`src/rtl/mux4_rr_arbiter.sv`:
```
`default_nettype none
// ============================================================================
// Module   : mux4_rr_arbiter
// Purpose  : Round-robin owner selection for the shared 4:1 NAND mux; drives
//            s1:s0 and a one-hot grant. Optional hold limit: MUX_ARB_HOLD_LIMIT_EN
// Revision : 1.0  initial release
// ============================================================================
module mux4_rr_arbiter #(
   parameter int MAX_HOLD = 8
) (
   input  logic       clk,
   input  logic       rst,
   input  logic [3:0] req,
   output logic [3:0] gnt,
   output logic       s0,
   output logic       s1,
   output logic       valid,
   output logic       preempt
);

   typedef enum logic [1:0] {
      ST_IDLE   = 2'd0,
      ST_SETTLE = 2'd1,
      ST_OWN    = 2'd2
   } state_t;

   state_t     r_state;
   logic [1:0] r_ptr;
   logic [1:0] r_sel;
   logic [3:0] r_gnt;
   logic       r_valid;
   logic       r_preempt;

   logic [7:0] w_rot;
   logic [1:0] w_off;
   logic [1:0] w_pick;
   logic       w_owner_req;
   logic       w_force;

   // Rotate requests so the pointer position lands at bit 0, then take the lowest set bit.
   always_comb begin
      w_rot = {req, req} >> r_ptr;
      w_off = 2'd0;
      for (int k = 3; k >= 0; k--) begin
         if (w_rot[k]) w_off = 2'(k);
      end
      w_pick      = r_ptr + w_off;
      w_owner_req = req[r_sel];
   end

`ifdef MUX_ARB_HOLD_LIMIT_EN
   logic [7:0] r_hold;
   logic [7:0] w_hold_next;
   logic       w_others;

   always_comb begin
      w_hold_next = (r_hold >= 8'(MAX_HOLD)) ? 8'(MAX_HOLD) : r_hold + 8'd1;
      w_others    = |(req & ~r_gnt);
      w_force     = (r_state != ST_IDLE) && (w_hold_next == 8'(MAX_HOLD)) && w_others;
   end

   always_ff @(posedge clk) begin
      if (rst) begin
         r_hold <= 8'd0;
      end else if (r_state == ST_IDLE) begin
         r_hold <= 8'd0;
      end else begin
         r_hold <= w_hold_next;
      end
   end
`else
   assign w_force = 1'b0;
`endif

   always_ff @(posedge clk) begin
      if (rst) begin
         r_state   <= ST_IDLE;
         r_ptr     <= 2'd0;
         r_sel     <= 2'd0;
         r_gnt     <= 4'b0000;
         r_valid   <= 1'b0;
         r_preempt <= 1'b0;
      end else begin
         r_preempt <= 1'b0;
         case (r_state)
            ST_IDLE: begin
               // r_sel is left alone when idle so the mux select never glitches.
               if (|req) begin
                  r_gnt   <= 4'b0001 << w_pick;
                  r_sel   <= w_pick;
                  r_state <= ST_SETTLE;
               end
            end
            ST_SETTLE, ST_OWN: begin
               if (!w_owner_req || w_force) begin
                  r_gnt     <= 4'b0000;
                  r_valid   <= 1'b0;
                  r_ptr     <= r_sel + 2'd1;
                  r_preempt <= w_owner_req & w_force;
                  r_state   <= ST_IDLE;
               end else begin
                  r_valid <= 1'b1;
                  r_state <= ST_OWN;
               end
            end
            default: begin
               r_state <= ST_IDLE;
            end
         endcase
      end
   end

   assign gnt     = r_gnt;
   assign s0      = r_sel[0];
   assign s1      = r_sel[1];
   assign valid   = r_valid;
   assign preempt = r_preempt;

endmodule
`default_nettype wire

```
`config.mk`:
```
export PLATFORM = sky130hd
export DESIGN_NAME = mux4_rr_arbiter
export DESIGN_NICKNAME = d
export VERILOG_FILES = /design/src/rtl/mux4_rr_arbiter.sv
export SDC_FILE = /design/constraint.sdc
export NUM_CORES = 1
export LEC_CHECK = 0
export CORE_MARGIN = 10
export CORE_UTILIZATION = 36
export CTS_CLUSTER_SIZE = 40
export DETAILED_ROUTE_END_ITERATION = 7
export GPL_TIMING_DRIVEN = 0
export SLEW_MARGIN = 10
export SYNTH_ARGS = -nofsm -noshare
export SYNTH_HDL_FRONTEND = slang
export SYNTH_SLANG_ARGS = --single-unit
```
`constraint.sdc`:
```
create_clock -name clk -period 2 [get_ports clk]
set_input_delay 0.5 -clock clk [delete_from_list [all_inputs] [get_ports clk]]
set_output_delay 0.5 -clock clk [all_outputs]
set_load 0.01 [all_outputs]
```
# [After elaboration in Yosys (flattened, before gate mapping)]
# Index checks and enable logic that the tools add are counted.
[totals] register_bits=11 latch_bits=0 ram_bits=0 rom_bits=0 in_bits=6 output_inout_bits=8 elab_cells=35 mem_count=0
[op_classes] addsub=2 multipliers=0 div=0 n_lt_le_gt_ge=1 eq_ne=4 n_shift=2 muxes=13 bitwise_logic=1 n_reduce_logical=7
[op_table] operator="2-bit two-way mux" count=6
[op_table] operator="4-bit two-way mux" count=2
[op_table] operator="4-bit one-hot mux with 2 select lines" count=1
[op_table] operator="8-bit by 2-bit >> shifter with 4-bit output" count=1
[op_table] operator="2-bit inequality test (second input constant)" count=2
[op_table] operator="2-bit one-hot mux with 2 select lines" count=1
[op_table] operator="2-bit AND reduction" count=2
[op_table] operator="4-bit OR reduction" count=1
[op_table] operator="1-bit by 2-bit left shift with 4-bit output (first input constant)" count=1
[op_table] operator="2-bit by 3-bit less-than comparator with 1-bit output (second input constant)" count=1
[op_table] operator="3-bit AND reduction" count=1
[op_table] operator="2-bit by 1-bit adder with 2-bit output (second input constant)" count=1
[op_table] operator="2-bit adder" count=1
[op_table] operator="1-bit binary-select mux with 2-bit select" count=1
[op_table] operator="2-bit by 1-bit equality test with 1-bit output (second input constant)" count=1
[op_table] operator="2-bit equality test (second input constant)" count=1
[op_table] operator="2-bit zero test" count=1
[op_table] operator="1-bit two-way mux" count=2
[op_table] operator="2-bit nonzero test" count=1
[op_table] operator="2-bit OR reduction" count=1
[op_table] operator="1-bit NOT" count=1

# [Depth between registers and ports, before layout]
[logic_depth] word_depth=9 ltp_mapped=9 depth_no_buf=8

# [Least setup slack after synthesis]
# OpenSTA, ideal clock, no wires.
[synth_path] path_kind="input port to flip-flop" from="in req[0]" to="reg r_gnt[2] (netlist: gnt[2])" setup_time_ns=0.087 arrival_time_ns=1.984 required_time_ns=1.913 path_slack_ns=-0.071 stages=7 path_buffers=1 path_cell_list="buf_6 nor2_1 a221oi_1 o21ai_0 ha_1 or4_1 o31ai_1"
[synth_via] elab_chain_len=9 elab_cells_between_ends=15 classes_between="add/sub: 1; eq/ne: 2; shift: 2; mux: 8; reduce/logical: 2"
[synth_rtl] item="start: declaration" line_no="13" text="input logic [3:0] req,"
[synth_rtl] item="8-bit by 2-bit >> shifter with 4-bit output (*)" line_no="42" text="w_rot = {req, req} >> r_ptr;"
[synth_rtl] item="2-bit two-way mux (3 in series)" line_no="45" text="if (w_rot[k]) w_off = 2'(k);"
[synth_rtl] item="2-bit two-way mux (*)" line_no="45"
[synth_rtl] item="2-bit adder (*)" line_no="47" text="w_pick = r_ptr + w_off;"
[synth_rtl] item="via w_pick[0]" line_no="36" text="logic [1:0] w_pick;"
[synth_rtl] item="1-bit by 2-bit left shift with 4-bit output (*)" line_no="89" text="r_gnt <= 4'b0001 << w_pick;"
[synth_rtl] item="4-bit two-way mux (*)" line_no="88" text="if (|req) begin"
[synth_rtl] item="4-bit one-hot mux with 2 select lines (*)" line_no="85" text="case (r_state)"
[synth_rtl] item="end signal: assignment" line_no="89"
[synth_rtl] item="end: declaration" line_no="30" text="logic [3:0] r_gnt;"
# The timed path passes the listed nets; every way through them passes the cells marked *. The select of a mux whose other input is x is not followed.
# A chain may end at the register's enable or synchronous reset.

# [Worst setup path after layout]
[layout_path] from="reg r_ptr[0]" to="reg r_gnt[0] (netlist: gnt[0])"
[layout_via] elab_chain_len=9
[layout_rtl] item="start: declaration" line_no="28" text="logic [1:0] r_ptr;"
[layout_rtl] item="start signal: assignment" line_no="98" text="r_ptr <= r_sel + 2'd1;"
[layout_rtl] item="8-bit by 2-bit >> shifter with 4-bit output" line_no="42"
[layout_rtl] item="2-bit two-way mux (4 in series)" line_no="45"
[layout_rtl] item="2-bit adder (*)" line_no="47"
[layout_rtl] item="via w_pick[0]" line_no="36"
[layout_rtl] item="1-bit by 2-bit left shift with 4-bit output (*)" line_no="89"
[layout_rtl] item="4-bit two-way mux (*)" line_no="88"
[layout_rtl] item="4-bit one-hot mux with 2 select lines (*)" line_no="85"
# Marks and branches as above.

==> results.py <==
metrics = {
    "route": {
        "detail-route-antenna-nets": 0,
        "drt-total-wl_um": 1850,
        "detail_route.iter0.violations": 19,
        "post_drt_wl_per_cell_um": 14.0,
        "viasPerCell": 5.34,
        "first_pass_iters": 4,
        "detail_route.drc_violations": 0,
        "num_vias": 705,
    },
    "placement": {
        "detailedPlacementHpwl_um": 1330,
        "globalplace.congestion": 0.744,
        "buffers_on_ports": 9,
        "post_dp_cell_area_um2": 876,
    },
    "cts": {
        "tritoncts": "done",
        "clock-root-buffer": "clkbuf_4",
        "cts_made_buffers": 3,
        "clock_sinks": 11,
        "cts_hold_repair.buffers": 0,
        "clock_tree.htree_level_count": 1,
        "cts.path.max_buffers": 2,
        "clkSlewWorstSetupHoldPaths_ns": 0.07,
        "insertion_delay_ns": 0.27,
    },
    "critical_path": {
        "timing.rr.start": "r_ptr[0]",
        "worstPathMaxFanout": 7,
        "r2r_end": "gnt[0]",
        "reg2reg_setup_slack_ns": -0.02,
        "cp.arrival_ns": 2.20,
        "setup.worst_path.class": "reg -> reg",
        "critical_path.endpoint_type": "flop",
        "reg2regPathDepth": 6,
        "worst_ep_required_time_ns": 2.18,
        "critical_path.startpoint_type": "flop",
    },
    "yosys": {
        "ys_dominant_reg_cell": "dfxtp_1",
        "synth_seq_cells": 11,
        "syn_std_cell_area_um2": 744,
        "dominant_combinational_cell_family_by_area_after_synthesis": "simple AND/OR/NAND/NOR gates",
        "number_of_flops_mapped_to_enable_cells_by_yosys": 0,
        "synth_fp_nets": 99,
        "synth_simple_gate_area_frac": 0.284,
        "synth_cells": 91,
        "synth.mux.area_fraction": 0.0303,
        "adder_cell_share_of_the_synthesized_area": 0.0336,
        "synthXorXnorAreaFrac": 0.0353,
        "post_synth_num_cell_types": 34,
        "syn_avg_cell_area_um2": 8.18,
        "ys_async_sr_fraction": 0,
        "compound_gate_fraction_of_synth_area": 0.230,
        "ys_seq_area_frac": 0.296,
        "synth.yosys.warnings": 0,
    },
    "power_and_ir_drop": {
        "power_leakage_uw": 0.000358,
        "worst_ir_drop_vdd_v": 0.000457,
        "power_per_cell_area_nw_per_um2": 878,
    },
    "floorplanning": {
        "effective_utilization_at_floorplan": 0.379,
        "floorplan.rows": 16,
        "floorplan.die.width_um": 65.5,
        "io_pins": 14,
        "floorplan.core_area_um2": 1960,
        "die_y_um": 65.5,
        "fp.dieArea_um2": 4290,
    },
    "sta": {
        "post-route-worst-setup-slack_ns": -0.0152,
        "max-slew-margin-rel": 0.634,
        "clock_skew_ns": 0.00548,
        "finalHoldViolations": 0,
        "timing_worst_slew_pin_value_ns": 0.544,
        "unrepaired_setup_endpoints_after_global_routing": "true",
        "finalMaxSlewViolations": 0,
        "number_of_setup_violations_in_the_final_report": 2,
        "timing.final.crit_share": 1.01,
        "fmaxAchievable_ghz": 0.496,
        "worst_hold_slack_ns": 0.464,
        "fin_crit_ns": 2.02,
    },
    "global_routing": {
        "grt_overflow_total": 0,
        "first_global_vias": 666,
        "grt_antenna_before_repair": 0,
        "grt_usage": 0.0851,
        "first_pass_grt_wire_length_um": 2890,
        "grt_max_degree": 11,
    },
    "hold_path": {
        "hold_path_depth": 2,
        "hold_start": "r_state[0]",
        "worstHoldEndpoint": "r_state[0]",
        "hold_class": "reg -> reg",
    },
    "layout": {
        "post-route-cell-area_um2": 977,
        "area.growth.synth_to_final_pct": 31.3,
        "antenna_cells_inserted": 0,
        "design.final.nets": 114,
        "layout-drive-gt1-share": 0.248,
    },
    "run": {
        "max-cap-violations": 0,
    },
    "status": {
        "failed_checks": "negative setup slack",
        "outcome": "complete, but fails checks",
    },
}
-- through the flow --
stage / setup WS [ns] / power (uW) / setup TNS, ns / instances / util
after floorplan: -0.0244 / 530 / -0.0527 / 91 / -
after global placement: -0.777 / 635 / -3.80 / 127 / 0.446
after detailed placement: -0.781 / 639 / -3.88 / 127 / 0.446
after CTS: -0.122 / 825 / -0.265 / 131 / 0.477
after global routing: -0.104 / 934 / -0.428 / 132 / 0.498
final: -0.0152 / 858 / -0.0218 / 132 / 0.498
-- worst max path at each step --
stage,end,cells past startpoint,slack (ns),from
after global placement,gnt[0],7,-0.78,req[3]
after floorplan,gnt[3],6,-0.02,req[2]
after global routing,gnt[0],6,-0.10,r_ptr[0]
final,gnt[0],6,-0.02,r_ptr[0]
after CTS,gnt[0],7,-0.12,r_ptr[0]
after detailed placement,gnt[0],7,-0.78,req[3]
-- where the power goes --
group	switching, uW	internal, uW	leakage, uW	total, uW
Sequential	36.6	262	0.0000909	299
Clock	74.2	77.3	0.0000150	152
Combinational	197	211	0.000252	408
-- area by class of cell --
class                   instances  area (um^2)
fillers                       204          985
inverters                       3         11.3
multi-input cells              70          515
flip-flops and latches         11          223
clock buffers                   4         26.3
repair buffers                 11          100
plain buffers                   6         67.6
well taps                      27         33.8
-- cell usage in the layout, fill, tap and decap left out, types with 2 or more instances in the layout --
cell and count:
inv_1 3, clkdlybuf4s50_1 8, xnor2_1 2, nor2_1 12
a21oi_1 10, dfxtp_1 9, buf_8 3, nor3_1 2
nand3_1 4, nand2b_1 3, dfxtp_2 2, nand3b_1 4
clkbuf_1 2, buf_4 3, clkbuf_4 3, o31ai_2 3
nor2b_1 2, nand2_1 4, ha_1 2, nor4_1 2
-- sequential cells by signal (all words and copies together), names as in the netlist --
signal	count
r_sel	2
gnt	4
r_state	2
r_ptr	2
valid	1
-- routing by layer --
layer | up-vias | track usage | share of wire
li1 | 360 | - | -
met1 | 328 | 0.0846 | 0.42
met2 | 15 | 0.140 | 0.51
met3 | 2 | 0.0373 | 0.050
met4 | 0 | 0.0588 | 0.017
met5 | - | 0 | 0
-- cell usage after synthesis (2+ instances only) --
cell,number,share of area
nor4_1,2,0.017
nand2_1,4,0.020
clkbuf_1,3,0.015
nor2_1,12,0.060
nand3b_1,4,0.040
nand3_1,4,0.027
nand2b_1,3,0.025
ha_1,2,0.034
nor3_1,3,0.020
inv_1,3,0.015
xnor2_1,2,0.024
nor2b_1,3,0.025
a21oi_1,10,0.067
o31ai_1,4,0.040
dfxtp_1,11,0.30
buf_6,3,0.045
-- timing repair --
action	CTS	global route
pin swaps	5	5
endpoints found under the setup margin	5	5
setup buffers	1	1
gates resized for setup	14	7
-- critical path, stage by stage (launching register included) --
cell	delay (ns)
dfxtp_2	0.33
buf_8	0.12
o311a_1	0.35
o21ai_1	0.14
ha_1	0.27
or4_4	0.52
o31ai_4	0.19
-- cell families (layout without fill, tap and decap cells) --
family                     count (synthesis)  after routing
buffers and inverters                     10             24
AOI/OAI and AO/OA                         23             23
DFF                                       11             11
and+or+nand+nor                           40             40
muxes                                      1              1
adders and majority gates                  2              2
other                                      1              1
xor gates and xnor gates                   3              3
(Power assumes the default switching activity.)
